--- config.mk ---
export PLATFORM = sky130hd
export DESIGN_NAME = multicycle_control
export DESIGN_NICKNAME = d
export VERILOG_FILES = /design/src/rtl/ctrl_pkg.sv /design/src/rtl/ctrl_decode.sv /design/src/rtl/multicycle_control.sv
export SDC_FILE = /design/constraint.sdc
export NUM_CORES = 1
export LEC_CHECK = 0
export ABC_AREA = 1
export BUFFER_PORTS_ARGS = -buffer_cell sky130_fd_sc_hd__buf_2
export CAP_MARGIN = 25
export CORE_ASPECT_RATIO = 0.9
export CORE_MARGIN = 4
export CORE_UTILIZATION = 45
export CTS_CLUSTER_SIZE = 20
export DETAILED_ROUTE_END_ITERATION = 10
export PLACE_DENSITY_LB_ADDON = 0.12
export SLEW_MARGIN = 20
export SYNTH_ARGS = -nofsm -noshare
export SYNTH_HDL_FRONTEND = slang
export SYNTH_SLANG_ARGS = --single-unit
export TNS_END_PERCENT = 30
--- constraint.sdc ---
create_clock -name Clk -period 2.05 [get_ports Clk]
set_input_delay 0.1025 -clock Clk [delete_from_list [all_inputs] [get_ports Clk]]
set_output_delay 0.1025 -clock Clk [all_outputs]
set_load 0.1 [all_outputs]
--- src/rtl/ctrl_pkg.sv ---
// Shared opcode/func/ALU encodings, decode class and FSM state type for multicycle_control.
// HALT state exists only when CTRL_HALT_EN is defined.
package ctrl_pkg;

    localparam logic [5:0] OP_RTYPE = 6'b100000;
    localparam logic [5:0] OP_ADDI  = 6'b110000;
    localparam logic [5:0] OP_ANDI  = 6'b110010;
    localparam logic [5:0] OP_ORI   = 6'b110011;
    localparam logic [5:0] OP_LI    = 6'b111000;
    localparam logic [5:0] OP_LUI   = 6'b111001;
    localparam logic [5:0] OP_B     = 6'b111111;
    localparam logic [5:0] OP_BEQ   = 6'b000000;
    localparam logic [5:0] OP_BNE   = 6'b000001;
    localparam logic [5:0] OP_LW    = 6'b001111;
    localparam logic [5:0] OP_SW    = 6'b011111;
    localparam logic [5:0] OP_HALT  = 6'b111110;

    localparam logic [5:0] FN_ADD = 6'b110000;
    localparam logic [5:0] FN_SUB = 6'b110001;
    localparam logic [5:0] FN_AND = 6'b110010;
    localparam logic [5:0] FN_OR  = 6'b110011;
    localparam logic [5:0] FN_NOT = 6'b110100;
    localparam logic [5:0] FN_SRA = 6'b111000;
    localparam logic [5:0] FN_SRL = 6'b111001;
    localparam logic [5:0] FN_SLL = 6'b111010;
    localparam logic [5:0] FN_ROL = 6'b111100;
    localparam logic [5:0] FN_ROR = 6'b111101;

    localparam logic [3:0] ALU_ADD = 4'b0000;
    localparam logic [3:0] ALU_SUB = 4'b0001;
    localparam logic [3:0] ALU_AND = 4'b0010;
    localparam logic [3:0] ALU_OR  = 4'b0011;

    typedef enum logic [2:0] {
        RST, FETCH, DECODE, EXEC, MEM, WB, PCUPD
`ifdef CTRL_HALT_EN
        , HALT
`endif
    } state_t;

    typedef enum logic [2:0] {
        CLS_NOP, CLS_ALU, CLS_LW, CLS_SW, CLS_BEQ, CLS_BNE, CLS_B, CLS_HALT
    } cls_t;

    typedef struct packed {
        cls_t       cls;
        logic [3:0] alu_func;
        logic       bin_imm;
        logic       a_zero;
        logic       b_sel;
    } dec_t;

    function automatic logic fn_valid(input logic [5:0] fn);
        case (fn)
            FN_ADD, FN_SUB, FN_AND, FN_OR, FN_NOT,
            FN_SRA, FN_SRL, FN_SLL, FN_ROL, FN_ROR: fn_valid = 1'b1;
            default:                                fn_valid = 1'b0;
        endcase
    endfunction

endpackage

--- src/rtl/ctrl_decode.sv ---
// Combinational opcode/func to instruction-class decoder; zero latency, no flow control.
// Opcode 111110 decodes to HALT only when CTRL_HALT_EN is defined.
module ctrl_decode
    import ctrl_pkg::*;
(
    input  logic [5:0] opcode,
    input  logic [5:0] func,
    output dec_t       dec
);

    always_comb begin
        dec     = '0;
        dec.cls = CLS_NOP;
        case (opcode)
            OP_RTYPE: begin
                // Unlisted func codes fall through as NOP (no writeback, PC+4).
                if (fn_valid(func)) begin
                    dec.cls      = CLS_ALU;
                    dec.alu_func = func[3:0];
                end
            end
            OP_ADDI: begin
                dec.cls      = CLS_ALU;
                dec.alu_func = ALU_ADD;
                dec.bin_imm  = 1'b1;
            end
            OP_ANDI: begin
                dec.cls      = CLS_ALU;
                dec.alu_func = ALU_AND;
                dec.bin_imm  = 1'b1;
            end
            OP_ORI: begin
                dec.cls      = CLS_ALU;
                dec.alu_func = ALU_OR;
                dec.bin_imm  = 1'b1;
            end
            OP_LI, OP_LUI: begin
                dec.cls      = CLS_ALU;
                dec.alu_func = ALU_ADD;
                dec.bin_imm  = 1'b1;
                dec.a_zero   = 1'b1;
            end
            OP_BEQ: begin
                dec.cls      = CLS_BEQ;
                dec.alu_func = ALU_SUB;
                dec.b_sel    = 1'b1;
            end
            OP_BNE: begin
                dec.cls      = CLS_BNE;
                dec.alu_func = ALU_SUB;
                dec.b_sel    = 1'b1;
            end
            OP_LW: begin
                dec.cls      = CLS_LW;
                dec.alu_func = ALU_ADD;
                dec.bin_imm  = 1'b1;
            end
            OP_SW: begin
                dec.cls      = CLS_SW;
                dec.alu_func = ALU_ADD;
                dec.bin_imm  = 1'b1;
                dec.b_sel    = 1'b1;
            end
            OP_B: dec.cls = CLS_B;
`ifdef CTRL_HALT_EN
            OP_HALT: dec.cls = CLS_HALT;
`endif
            default: ;
        endcase
    end

endmodule

--- src/rtl/multicycle_control.sv ---
// Multicycle Moore control FSM with registered outputs; 3-6 cycles per instruction, no backpressure.
// Define CTRL_HALT_EN to make opcode 111110 park the FSM in HALT until Reset.
module multicycle_control
    import ctrl_pkg::*;
#(
    parameter int RETIRE_W = 16
) (
    input  logic                Clk,
    input  logic                Reset,
    input  logic [31:0]         Instr,
    input  logic                Zero,
    output logic                dp_reset,
    output logic                pc_sel,
    output logic                pc_lden,
    output logic                rf_wren,
    output logic                rf_wrdata_sel,
    output logic                rf_b_sel,
    output logic                alu_bin_sel,
    output logic                alu_rf_a_sel,
    output logic [3:0]          alu_func,
    output logic                mem_wren,
    output logic [RETIRE_W-1:0] retired
);

    state_t              state_q, state_d;
    logic [5:0]          opcode_q, opcode_d, func_q, func_d;
    logic                zero_q, zero_d;
    logic [RETIRE_W-1:0] retired_q, retired_d;
    logic                dp_reset_q, dp_reset_d, pc_sel_q, pc_sel_d, pc_lden_q, pc_lden_d;
    logic                rf_wren_q, rf_wren_d, rf_wrdata_sel_q, rf_wrdata_sel_d;
    logic                rf_b_sel_q, rf_b_sel_d, alu_bin_sel_q, alu_bin_sel_d;
    logic                alu_rf_a_sel_q, alu_rf_a_sel_d, mem_wren_q, mem_wren_d;
    logic [3:0]          alu_func_q, alu_func_d;
    dec_t                dec_live, dec_lat, dec;

    ctrl_decode u_dec_live (.opcode(Instr[31:26]), .func(Instr[5:0]), .dec(dec_live));
    ctrl_decode u_dec_lat  (.opcode(opcode_q),     .func(func_q),     .dec(dec_lat));

    always_comb begin
        // The instruction word is live until DECODE closes; afterwards only the latched copy counts.
        dec       = (state_q == FETCH || state_q == DECODE) ? dec_live : dec_lat;
        opcode_d  = (state_q == DECODE) ? Instr[31:26] : opcode_q;
        func_d    = (state_q == DECODE) ? Instr[5:0]   : func_q;
        zero_d    = (state_q == EXEC)   ? Zero         : zero_q;
        retired_d = (state_q == PCUPD)  ? retired_q + {{(RETIRE_W-1){1'b0}}, 1'b1} : retired_q;

        state_d = state_q;
        case (state_q)
            RST:    state_d = FETCH;
            FETCH:  state_d = DECODE;
            DECODE: begin
                case (dec.cls)
                    CLS_ALU, CLS_LW, CLS_SW, CLS_BEQ, CLS_BNE: state_d = EXEC;
`ifdef CTRL_HALT_EN
                    CLS_HALT: state_d = HALT;
`endif
                    default: state_d = PCUPD;
                endcase
            end
            EXEC: begin
                case (dec.cls)
                    CLS_ALU:        state_d = WB;
                    CLS_LW, CLS_SW: state_d = MEM;
                    default:        state_d = PCUPD;
                endcase
            end
            MEM:    state_d = (dec.cls == CLS_LW) ? WB : PCUPD;
            WB:     state_d = PCUPD;
            PCUPD:  state_d = FETCH;
`ifdef CTRL_HALT_EN
            HALT:   state_d = HALT;
`endif
            default: state_d = RST;
        endcase

        // Outputs are a function of the state being entered, so they register alongside it.
        dp_reset_d      = (state_d == RST);
        pc_sel_d        = 1'b0;
        pc_lden_d       = 1'b0;
        rf_wren_d       = 1'b0;
        rf_wrdata_sel_d = 1'b0;
        rf_b_sel_d      = 1'b0;
        alu_bin_sel_d   = 1'b0;
        alu_rf_a_sel_d  = 1'b0;
        alu_func_d      = 4'b0000;
        mem_wren_d      = 1'b0;
        case (state_d)
            DECODE: rf_b_sel_d = dec.b_sel;
            EXEC: begin
                rf_b_sel_d     = dec.b_sel;
                alu_func_d     = dec.alu_func;
                alu_bin_sel_d  = dec.bin_imm;
                alu_rf_a_sel_d = dec.a_zero;
            end
            MEM: begin
                rf_b_sel_d = dec.b_sel;
                mem_wren_d = (dec.cls == CLS_SW);
            end
            WB: begin
                rf_b_sel_d      = dec.b_sel;
                rf_wren_d       = 1'b1;
                rf_wrdata_sel_d = (dec.cls == CLS_LW);
            end
            PCUPD: begin
                rf_b_sel_d = dec.b_sel;
                pc_lden_d  = 1'b1;
                pc_sel_d   = (dec.cls == CLS_B)
                           | ((dec.cls == CLS_BEQ) &  zero_d)
                           | ((dec.cls == CLS_BNE) & ~zero_d);
            end
            default: ;
        endcase
    end

    always_ff @(posedge Clk or negedge Reset) begin
        if (!Reset) begin
            state_q         <= RST;
            opcode_q        <= '0;
            func_q          <= '0;
            zero_q          <= 1'b0;
            retired_q       <= '0;
            dp_reset_q      <= 1'b1;
            pc_sel_q        <= 1'b0;
            pc_lden_q       <= 1'b0;
            rf_wren_q       <= 1'b0;
            rf_wrdata_sel_q <= 1'b0;
            rf_b_sel_q      <= 1'b0;
            alu_bin_sel_q   <= 1'b0;
            alu_rf_a_sel_q  <= 1'b0;
            alu_func_q      <= 4'b0000;
            mem_wren_q      <= 1'b0;
        end else begin
            state_q         <= state_d;
            opcode_q        <= opcode_d;
            func_q          <= func_d;
            zero_q          <= zero_d;
            retired_q       <= retired_d;
            dp_reset_q      <= dp_reset_d;
            pc_sel_q        <= pc_sel_d;
            pc_lden_q       <= pc_lden_d;
            rf_wren_q       <= rf_wren_d;
            rf_wrdata_sel_q <= rf_wrdata_sel_d;
            rf_b_sel_q      <= rf_b_sel_d;
            alu_bin_sel_q   <= alu_bin_sel_d;
            alu_rf_a_sel_q  <= alu_rf_a_sel_d;
            alu_func_q      <= alu_func_d;
            mem_wren_q      <= mem_wren_d;
        end
    end

    assign dp_reset      = dp_reset_q;
    assign pc_sel        = pc_sel_q;
    assign pc_lden       = pc_lden_q;
    assign rf_wren       = rf_wren_q;
    assign rf_wrdata_sel = rf_wrdata_sel_q;
    assign rf_b_sel      = rf_b_sel_q;
    assign alu_bin_sel   = alu_bin_sel_q;
    assign alu_rf_a_sel  = alu_rf_a_sel_q;
    assign alu_func      = alu_func_q;
    assign mem_wren      = mem_wren_q;
    assign retired       = retired_q;

endmodule

==> results of run 1 <==
-- flip-flops by register name, indices dropped and copies added (netlist names) --
| signal | cells |
|---|---|
| rf_wren | 1 |
| retired | 16 |
| mem_wren | 1 |
| rf_wrdata_sel | 1 |
| pc_sel | 1 |
| state_q | 3 |
| alu_rf_a_sel | 1 |
| alu_bin_sel | 1 |
| rf_b_sel | 1 |
| func_q | 6 |
| pc_lden | 1 |
| alu_func | 4 |
| opcode_q | 6 |
| zero_q | 1 |
| dp_reset | 1 |
-- layout make-up --
class                      count  area (um2)  area share [%]
sequential                    45        1130            39.6
multi-input combinational    211        1120            39.1
timing repair buffer          46         240            8.42
inverter                      50         190            6.66
tap                           67        83.8            2.94
clock buffer                   5        68.8            2.41
clock inverter                 3        25.0           0.877
-- power groups by stage --
stage / logic, mW / registers [mW] / clock network, mW
detailed placement: 2.31 / 1.40 / 0
floorplan: 1.23 / 2.03 / 0
CTS: 2.32 / 1.39 / 0.598
finish: 2.31 / 1.39 / 0.574
global route: 2.55 / 1.43 / 0.642
global placement: 2.28 / 1.40 / 0
-- layer usage --
metal / GRT usage, % / vias up
met4: 5.70 / 0
met5: 0 / -
li1: - / 1075
met3: 3.61 / 5
met2: 27.0 / 53
met1: 24.4 / 906
-- worst max-delay path, cell delays in order (launching register included) --
cell and delay, ns:
dfrtp_1 0.43, nor2_2 0.21, nand3_1 0.18, nand2_1 0.13, nand2_2 0.05, nand2_2 0.11, nor2_2 0.06, inv_2 0.09
nand3_4 0.10, nand2_4 0.11, inv_2 0.04, nor2_2 0.11, nand2_1 0.07, nor2_1 0.08
-- logic make-up after synthesis --
family	after synthesis
flip-flops	45
XOR/XNOR	15
AO/OA/AOI/OAI	31
AND/OR/NAND/NOR	163
adder cells (fa/ha/maj)	1
multiplexers	1
buffers and inverters	52
-- worst paths after layout --
kind,start,endpoint,cells after the start
hold reg to reg,retired[15]$_DFFE_PN0N_,retired[15]$_DFFE_PN0N_,1
min in group asynchronous,Reset,alu_func[3]$_DFF_PN0_,2
setup reg to reg,opcode_q[3]$_DFFE_PN0P_,mem_wren$_DFF_PN0_,13
setup / recovery,opcode_q[3]$_DFFE_PN0P_,mem_wren$_DFF_PN0_,13
max in group asynchronous,Reset,zero_q$_DFF_PN0_,3
hold / removal,Instr[4],func_q[4]$_DFFE_PN0P_,3
-- synth_stat cells --
cell type,n
nor2_1,36
o211ai_1,2
o21ai_0,16
a31oi_1,2
nor3_1,4
mux2_2,1
nor2_4,1
nand3b_1,2
nand3_4,1
inv_1,43
nand2_4,2
inv_4,1
nand2_1,72
nor4_4,1
xnor2_1,4
dfstp_2,1
a211oi_1,4
inv_2,6
ha_1,1
or2_2,1
nand2_2,5
nor2_2,5
dfrtp_1,44
nand4_1,4
nand3_1,24
a21oi_1,4
a21oi_2,1
o22ai_1,2
clkbuf_1,2
xor2_1,11
nand4_2,2
nand3_2,3
==> metrics.txt, run 1 <==
status complete, no violations; Period Utilization, post-route 89.9%; Max clock buf depth 2; Core Area 5260 um2; Clock transition at path regs roughly 0.090 ns; placed instance area 2750 um2; Critical Path AT ~2.1 ns; overall power 4.27 mW; Mean Syn Cell Area 7.93 um2; layout overhead on the synthesized area 16.9%; CP Data Required Time 2.28 ns; die area 6670 um2; Setup Buffers After CTS 0; largest net degree at the start of global routing 32; most common cell after layout, fill and taps aside nand2_1; synthesized flop and latch total 45; worst-path fanout max 7; Crit Path Category reg -> reg; RSZ-0062 raised after global routing no; Die Span X 85.6 um; Int Pwr 1.98 mW; post-DP HPWL 4.06 mm; post-synthesis mux area share 0.461%; root buffer cell clkbuf_8; PostCTS Resize Cnt 0; GP Congestion 0.907; main combinational cell family by area after synthesis simple AND/OR/NAND/NOR gates; clock skew 0.00917 ns; via count 2,039; Final Util 54.3%; Startpoint Class flip-flop; Yosys top cell area share 45.1%; post-synthesis xor/xnor area fraction roughly 5.4%; sw power 2.28 mW; Top Layer Used met4; CTS sink count 45; reg2reg setup slack between 0.2 and 0.25 ns; global-route wire length before repair approximately 9.3 mm; Final Critical Period about 1.8 ns; insertion delay to the later sink of the worst-skew pair ~0.3 ns; synth top area cells dfrtp_1 (45%), nand2_1 (11%), inv_1 (6.6%); met2 wire len around 2.1 mm; final hold vios 0; final setup TNS 0 ns; sequential element share of the synthesized area 46.2%; gr usage total 17.5%; post-layout net count 395; endpoint class of the critical path flip-flop; non-filler instance count after layout between 400 and 500; pwr/cell area 1490 nW/um2; total grt overflow 0; Final ANT Viol Nets 0; H-tree depth 2; commonest non-fill, non-tap cells in the layout nand2_1 (72), inv_1 (43), buf_2 (43); site row count 25; initial antenna violation count 0; switching share of total power ~54%; final setup margin 0.208 ns; WHS 0.0152 ns; Post-Place Setup Slack 0.223 ns; Detailed Route Iter0 Violations 112; Post-Place Cells 418; Simple-Gate Fraction of Synth Area 32.0%; met1 wire length 2.63 mm; Cell Area, Synth 2440 um2; Comb power frac ~54%; VDD IR max 0.762 mV; drt wl/cell 12.1 um; overall die height 77.9 um; WL final 5.16 mm; Final Cell Area 2850 um2; met3 WL 346 um; Synth area leader dfrtp_1; DRT Pass-1 Iters 4; compound-cell area share of the yosys netlist 7.33%; Leak 1.59 nW; IO Port Bufs 43; Clk network pwr share a little over an eighth; CTS Buf Count 5; worst rel slew slack a little under three fifths; Max Clk Rate 0.543 GHz; Max Cap Viol 0; DR DRC count 0; syn_nets 344; Reg power frac 32.5%; DR vias/cell between 4 and 5; Synth Area in Adders less than 1%; Starting Density 46.5%; CTS Hold Bufs 1; final setup fails 0; fin. max-slew vios 0; yosys warns 0; vias in the first global route 2,092; # IOs 64; hold crit path type in -> reg; Netlist cell types 32; Cells after Synth 308; Filler cells 510; Least-Margin Pin Slew 0.665 ns; share of cells above drive strength 1 23.9%; TritonCTS clock tree done; ANT cells 0
Note: power is estimated with default switching activity, not from simulation.
==> run 2, diff against run 1 <==
==> constraint.sdc (replaced) <==
create_clock -name Clk -period 2.05 [get_ports Clk]
set_input_delay 0.1025 -clock Clk [delete_from_list [all_inputs] [get_ports Clk]]
set_output_delay 0.1025 -clock Clk [all_outputs]
set_load 0.01 [all_outputs]
==> metrics.txt, run 2 (synthesized netlist as in run 1, its figures left out) <==
status complete, no violations; CP Data Required Time 2.28 ns (about the same); VDD IR max 0.856 mV (+12%); Filler cells 519 (+1.8%); final hold vios 0 (unchanged); clock skew 0.00966 ns (+0.000490 ns); Post-Place Cells 419 (+0.24%); Final ANT Viol Nets 0 (unchanged); Max clock buf depth 2 (unchanged); Leak 1.62 nW (+1.8%); Critical Path AT 2.09 ns (about the same); Startpoint Class flip-flop; insertion delay to the later sink of the worst-skew pair 0.30 ns (about the same); non-filler instance count after layout 428 (+0.23%); fin. max-slew vios 0 (unchanged); Die Span X 85.6 um (unchanged); CTS Buf Count 5 (unchanged); Reg area 1130 um2 (-0.11%); placed instance area 2760 um2 (+0.18%); DR vias/cell 4.86 (+1.8%); Max Cap Viol 0 (unchanged); H-tree depth 2 (unchanged); Core Area 5260 um2 (unchanged); Clock transition at path regs 0.09 ns (about the same); drt wl/cell 12.2 um (+1.1%); share of cells above drive strength 1 23.8% (-0.066 points); die area 6670 um2 (unchanged); pwr/cell area 1330 nW/um2 (-11%); total grt overflow 0 (unchanged); initial antenna violation count 0 (unchanged); ANT cells 0 (unchanged); Crit Path Category reg -> reg; site row count 25 (unchanged); DR DRC count 0 (unchanged); max reg flops 16 (unchanged); gr usage total 16.9% (-0.55 points); Detailed Route Iter0 Violations 108 (-3.6%); most common cell after layout, fill and taps aside nand2_1; Max Clk Rate 0.538 GHz (-0.84%); final setup fails 0 (unchanged); Starting Density 46.5% (unchanged); overall die height 77.9 um (unchanged); # IOs 64 (unchanged); TritonCTS clock tree done; final setup TNS 0 ns (unchanged); GP Congestion 0.887 (-2.2%); RSZ-0062 raised after global routing no; root buffer cell clkbuf_8; CTS sink count 45 (unchanged); IO Port Bufs 43 (unchanged); worst rel slew slack 63.0% (+7.3 points); Final Critical Period 1.86 ns (+0.0156 ns); endpoint class of the critical path flip-flop; post-DP HPWL 4.02 mm (-0.89%); Setup Buffers After CTS 0 (unchanged); hold crit path type in -> reg; area of the multi-input gates 1120 um2 (unchanged); via count 2,080 (+2.0%); commonest non-fill, non-tap cells in the layout nand2_1 (72), inv_1 (43), dfrtp_1 (43), buf_2 (43), nor2_1 (36); DRT Pass-1 Iters 4 (unchanged); overall power 3.87 mW (-9.4%); worst-path fanout max 7 (unchanged); Period Utilization, post-route 90.6% (+0.76 points); vias in the first global route 1,973 (-5.7%); WL final 5.22 mm (+1.3%); Final Cell Area 2900 um2 (+1.8%); largest net degree at the start of global routing 46 (+44%); layout overhead on the synthesized area 19.0%; global-route wire length before repair 9.09 mm (-2.5%); post-layout net count 396 (+0.25%); Least-Margin Pin Slew 0.555 ns (-0.110 ns)
[run 2: cell types whose count changed in the layout (fill, tap and decap cells not counted)]
cell | previous run | this run
clkinv_4 | 1 | 0
buf_4 | 2 | 3
dfrtp_1 | 42 | 43
dfrtp_2 | 2 | 1
bufinv_16 | 0 | 2
clkinvlp_4 | 1 | 0
[run 2: layer usage]
layer	part of all wire, %	global-route usage (%)	up-vias
li1	-	-	1075
met1	50	24.7	958
met2	44	25.2	43
met3	5.0	3.72	4
met4	0.75	4.59	0
met5	0	0	-
[run 2: metrics by stage]
stage | setup slack (ns) | hold WS (ns) | utilization [%]
after floorplan | 0.442 | -0.193 | -
final | 0.192 | 0.0112 | 55.3
after global routing | 0.00844 | 0.00773 | 55.3
after global placement | 0.219 | 0.220 | 52.4
after detailed placement | 0.197 | 0.224 | 52.4
after CTS | 0.175 | 0.00189 | 55.2
[run 2: layout make-up]
cell class              instances  area share (%)
clock buffers                   5            2.37
clock inverters                 3            2.37
inverters                      50            6.55
multi-input cells             211            38.4
flip-flops and latches         45            38.9
well taps                      67            2.89
repair buffers                 47            8.53
[run 2: what timing repair did]
action / 4_1_cts / 5_1_grt
hold buffers: 1 / 0
resized for setup: 0 / 1
endpoints found under the setup margin: 0 / 1
hold endpoints to repair: 44 / 0
[run 2: worst max-delay path, cell delays in order, from the launching register on]
cell	delay [ns]
dfrtp_1	0.42
nor2_2	0.22
nand3_1	0.19
nand2_1	0.13
nand2_2	0.05
nand2_2	0.11
nor2_2	0.06
inv_2	0.09
nand3_4	0.10
nand2_4	0.12
inv_2	0.04
nor2_2	0.11
nand2_1	0.06
nor2_1	0.08
[run 2: power breakdown]
group	switching, mW	internal [mW]
Clock	0.316	0.491
Combinational	1.09	0.587
Sequential	0.239	1.15
[run 2: final timing paths]
kind	from	end	slack [ns]	depth (start not counted)
worst max-delay path	opcode_q[3]$_DFFE_PN0P_	mem_wren$_DFF_PN0_	0.19	13
worst min-delay path	Instr[5]	func_q[5]$_DFFE_PN0P_	0.01	3
worst max register to register	opcode_q[3]$_DFFE_PN0P_	mem_wren$_DFF_PN0_	0.19	13
worst min register to register	retired[15]$_DFFE_PN0N_	retired[15]$_DFFE_PN0N_	0.48	1
max in group asynchronous	Reset	state_q[2]$_DFF_PN0_	1.23	3
min in group asynchronous	Reset	retired[12]$_DFFE_PN0N_	0.40	3
==> run 3, diff against run 2 <==
--- a/config.mk
+++ b/config.mk
@@ -11,11 +11,13 @@
 export CORE_ASPECT_RATIO = 0.9
 export CORE_MARGIN = 4
 export CORE_UTILIZATION = 45
+export CTS_BUF_LIST = sky130_fd_sc_hd__clkbuf_8 sky130_fd_sc_hd__clkbuf_16
 export CTS_CLUSTER_SIZE = 20
 export DETAILED_ROUTE_END_ITERATION = 10
 export PLACE_DENSITY_LB_ADDON = 0.12
 export SLEW_MARGIN = 20
 export SYNTH_ARGS = -nofsm -noshare
 export SYNTH_HDL_FRONTEND = slang
+export SYNTH_HIERARCHICAL = 1
 export SYNTH_SLANG_ARGS = --single-unit
 export TNS_END_PERCENT = 30
==> metrics.txt, run 3 <==
gr usage total 16.0% (-0.90 points); worst-path fanout max 4 (-3); IO Port Bufs 43 (unchanged); final hold vios 0 (unchanged); WL final 5.29 mm (+1.2%); clock skew 0.0118 ns (+0.00216 ns); fin. max-slew vios 0 (unchanged); Cell Area, Synth 2550 um2 (+4.5%); FF-to-FF End pc_sel$_DFF_PN0_; Post-synth EDFFs 0 (unchanged); yosys warns 6 (+6); ANT cells 0 (unchanged); worst rel slew slack 65.7% (+2.8 points); final setup TNS 0 ns (unchanged); Netlist cell types 27 (-16%); final setup fails 0 (unchanged); Leak 1.71 nW (+5.7%); Synth Area in Adders 0.490% (-0.022 points); CTS Buf Count 5 (unchanged); DR vias/cell 4.72 (-2.9%); total grt overflow 0 (unchanged); post-synthesis xor/xnor area fraction 4.81% (-0.58 points); compound-cell area share of the yosys netlist 3.24% (-4.1 points); synthesized flop and latch total 45 (unchanged); Filler cells 532 (+2.5%); Hold Path End func_q[2]$_DFFE_PN0P_; worst hold stages 3 (unchanged); reg2reg setup slack 0.18 ns (about the same); Max Clk Rate 0.536 GHz (-0.40%); TritonCTS clock tree done; Final Critical Period 1.87 ns (+0.00751 ns); r2r worst-path depth 14 (+1); Clock transition at path regs 0.09 ns (about the same); Cells after Synth 339 (+10%); Simple-Gate Fraction of Synth Area 36.2% (+4.2 points); post-DP HPWL 4.15 mm (+3.2%); Die Span X 87.4 um (+2.0%); die area 6940 um2 (+4.1%); Detailed Route Iter0 Violations 54 (-50%); Reg power frac 36.5% (+0.6 points); syn_nets 375 (+9.0%); Async SR Flop Fraction 100% (unchanged); top_reg_cell synth dfrtp_1; root buffer cell clkbuf_8; Final ANT Viol Nets 0 (unchanged); DR DRC count 0 (unchanged); max reg flops 16 (unchanged); Core Area 5380 um2 (+2.4%); H-tree depth 2 (unchanged); Crit Path Category reg -> reg; Comb power frac 48.4% (+5.1 points); drt wl/cell 11.4 um (-6.4%); post-synthesis mux area share 2.35% (+1.9 points); global-route wire length before repair 8.89 mm (-2.2%); top post-synthesis cells by count nand2_1 (107), inv_1 (46), dfrtp_1 (44), nor2_1 (35), nand3_1 (20); most common cell after layout, fill and taps aside nand2_1; sequential element share of the synthesized area 44.2% (-2.0 points); DRT Pass-1 Iters 4 (unchanged); Least-Margin Pin Slew 0.513 ns (-0.0420 ns); Mean Syn Cell Area 7.53 um2 (-5.0%); post-layout net count 431 (+8.8%); layout overhead on the synthesized area 18.1%; most common cell in the netlist nand2_1; sw power 1.69 mW (+2.9%); endpoint class of the critical path flip-flop; commonest non-fill, non-tap cells in the layout nand2_1 (104), inv_1 (47), buf_2 (43); Starting Density 47.4% (+0.97 points); min-delay src Instr[2]; Startpoint Class flip-flop; RSZ-0062 raised after global routing no; switching share of total power 45.4% (+2.9 points); Int Pwr 2.03 mW (-8.6%); synth top area cells dfrtp_1 (43%), nand2_1 (16%), inv_1 (6.8%); overall die height 79.4 um (+2.0%); initial antenna violation count 0 (unchanged); Max Cap Viol 0 (unchanged); Synth area leader dfrtp_1; share of cells above drive strength 1 24.7% (+0.92 points); Yosys top cell area share 43.2% (-1.9 points); pwr/cell area 1230 nW/um2 (-7.2%); CP Data Required Time 2.24 ns (-0.04 ns); Clk network pwr share 15.0% (-5.9 points); insertion delay to the later sink of the worst-skew pair 0.29 ns (about the same); Max clock buf depth 2 (unchanged); main combinational cell family by area after synthesis simple AND/OR/NAND/NOR gates; hold crit path type in -> reg; site row count 25 (unchanged); CTS sink count 45 (unchanged); largest net degree at the start of global routing 21 (-54%); Critical Path AT 2.05 ns (-0.04 ns); vias in the first global route 1,988 (+0.76%); via count 2,185 (+5.0%); GP Congestion 0.880 (-0.78%); # IOs 64 (unchanged); overall power 3.72 mW (-3.7%); r2r startpoint opcode_q[2]$_DFFE_PN0P_; Period Utilization, post-route 91.0% (+0.37 points); VDD IR max 0.767 mV (-10%); status complete, no violations
==> run 3: changes by cell type after synthesis, sizes merged, moves of 2 or more <==
cell / change
inv: +4
nand2: +35
nand3: -3
o211ai: -2
xor2: -4
xnor2: +3
a211oi: -4
o21ai: -6
nand4: +8
a31oi: -2
mux2i: +6
o22ai: -2
==> run 3: power groups by stage <==
stage | Combinational, mW | Sequential, mW | Clock [mW]
floorplan | 1.28 | 1.36 | 0
global placement | 1.68 | 1.36 | 0
detailed placement | 1.71 | 1.37 | 0
CTS | 1.71 | 1.35 | 0.578
global route | 2.05 | 1.40 | 0.620
finish | 1.80 | 1.36 | 0.560
==> run 3: worst max path at each step <==
| stage | slack [ns] | endpoint | start |
|---|---|---|---|
| 2_1_floorplan | 0.37 | pc_sel$_DFF_PN0_ | opcode_q[3]$_DFFE_PN0P_ |
| 3_3_place_gp | 0.19 | pc_sel$_DFF_PN0_ | opcode_q[3]$_DFFE_PN0P_ |
| 3_5_place_dp | 0.14 | pc_sel$_DFF_PN0_ | opcode_q[3]$_DFFE_PN0P_ |
| 4_1_cts | 0.12 | pc_sel$_DFF_PN0_ | opcode_q[3]$_DFFE_PN0P_ |
| 5_1_grt | 0.01 | mem_wren$_DFF_PN0_ | opcode_q[2]$_DFFE_PN0P_ |
| 6_report | 0.18 | pc_sel$_DFF_PN0_ | opcode_q[2]$_DFFE_PN0P_ |
==> run 3: area by class of cell <==
class	instances	area (um2)	area share (%)
inverters	54	203	6.72
multi-input cells	237	1220	40.4
flip-flops and latches	45	1130	37.5
repair buffers	52	285	9.46
well taps	67	83.8	2.78
clock buffers	6	82.6	2.74
clock inverters	2	11.3	0.374
==> run 3: cell families after synthesis <==
group | Yosys count
AO/OA/AOI/OAI | 15
XOR/XNOR | 14
adder cells (fa/ha/maj) | 1
buffers and inverters | 57
flip-flops | 45
multiplexers | 6
AND/OR/NAND/NOR | 201
==> run 3: stage by stage <==
step	hold WS, ns	area [um2]	setup slack (ns)	instances	utilization [%]
after global placement	0.0652	2860	0.195	450	53.2
final	0.0211	3010	0.185	463	56.0
after global routing	0.0239	3010	0.0147	463	56.0
after floorplan	-0.193	2550	0.371	339	-
after CTS	0.0150	2970	0.122	459	55.1
after detailed placement	0.0672	2860	0.139	450	53.2
==> run 3: timing repair <==
action,CTS,global route
hold buffers,1,0
endpoints found under the hold margin,18,0
setup buffers,0,4
endpoints found under the setup margin,0,10
resized for setup,0,9
==> run 3: metal layers <==
metal,part of all wire (%),GRT usage [%]
met1,51,22.5
met2,44,25.4
met3,4.8,3.30
met4,0.72,3.53
met5,0,0
==> run 3: worst max-delay path, cell delays in order, from the launching register on <==
cell	delay (ns)
dfrtp_2	0.44
nor2_4	0.15
nand2_2	0.08
nor2_4	0.14
nand3_2	0.09
nand3b_1	0.12
inv_1	0.06
nand2_2	0.07
nand2_2	0.08
nand2_1	0.09
nand2_2	0.07
a21oi_2	0.20
nor2_2	0.07
nand3_1	0.10
nor2_1	0.05
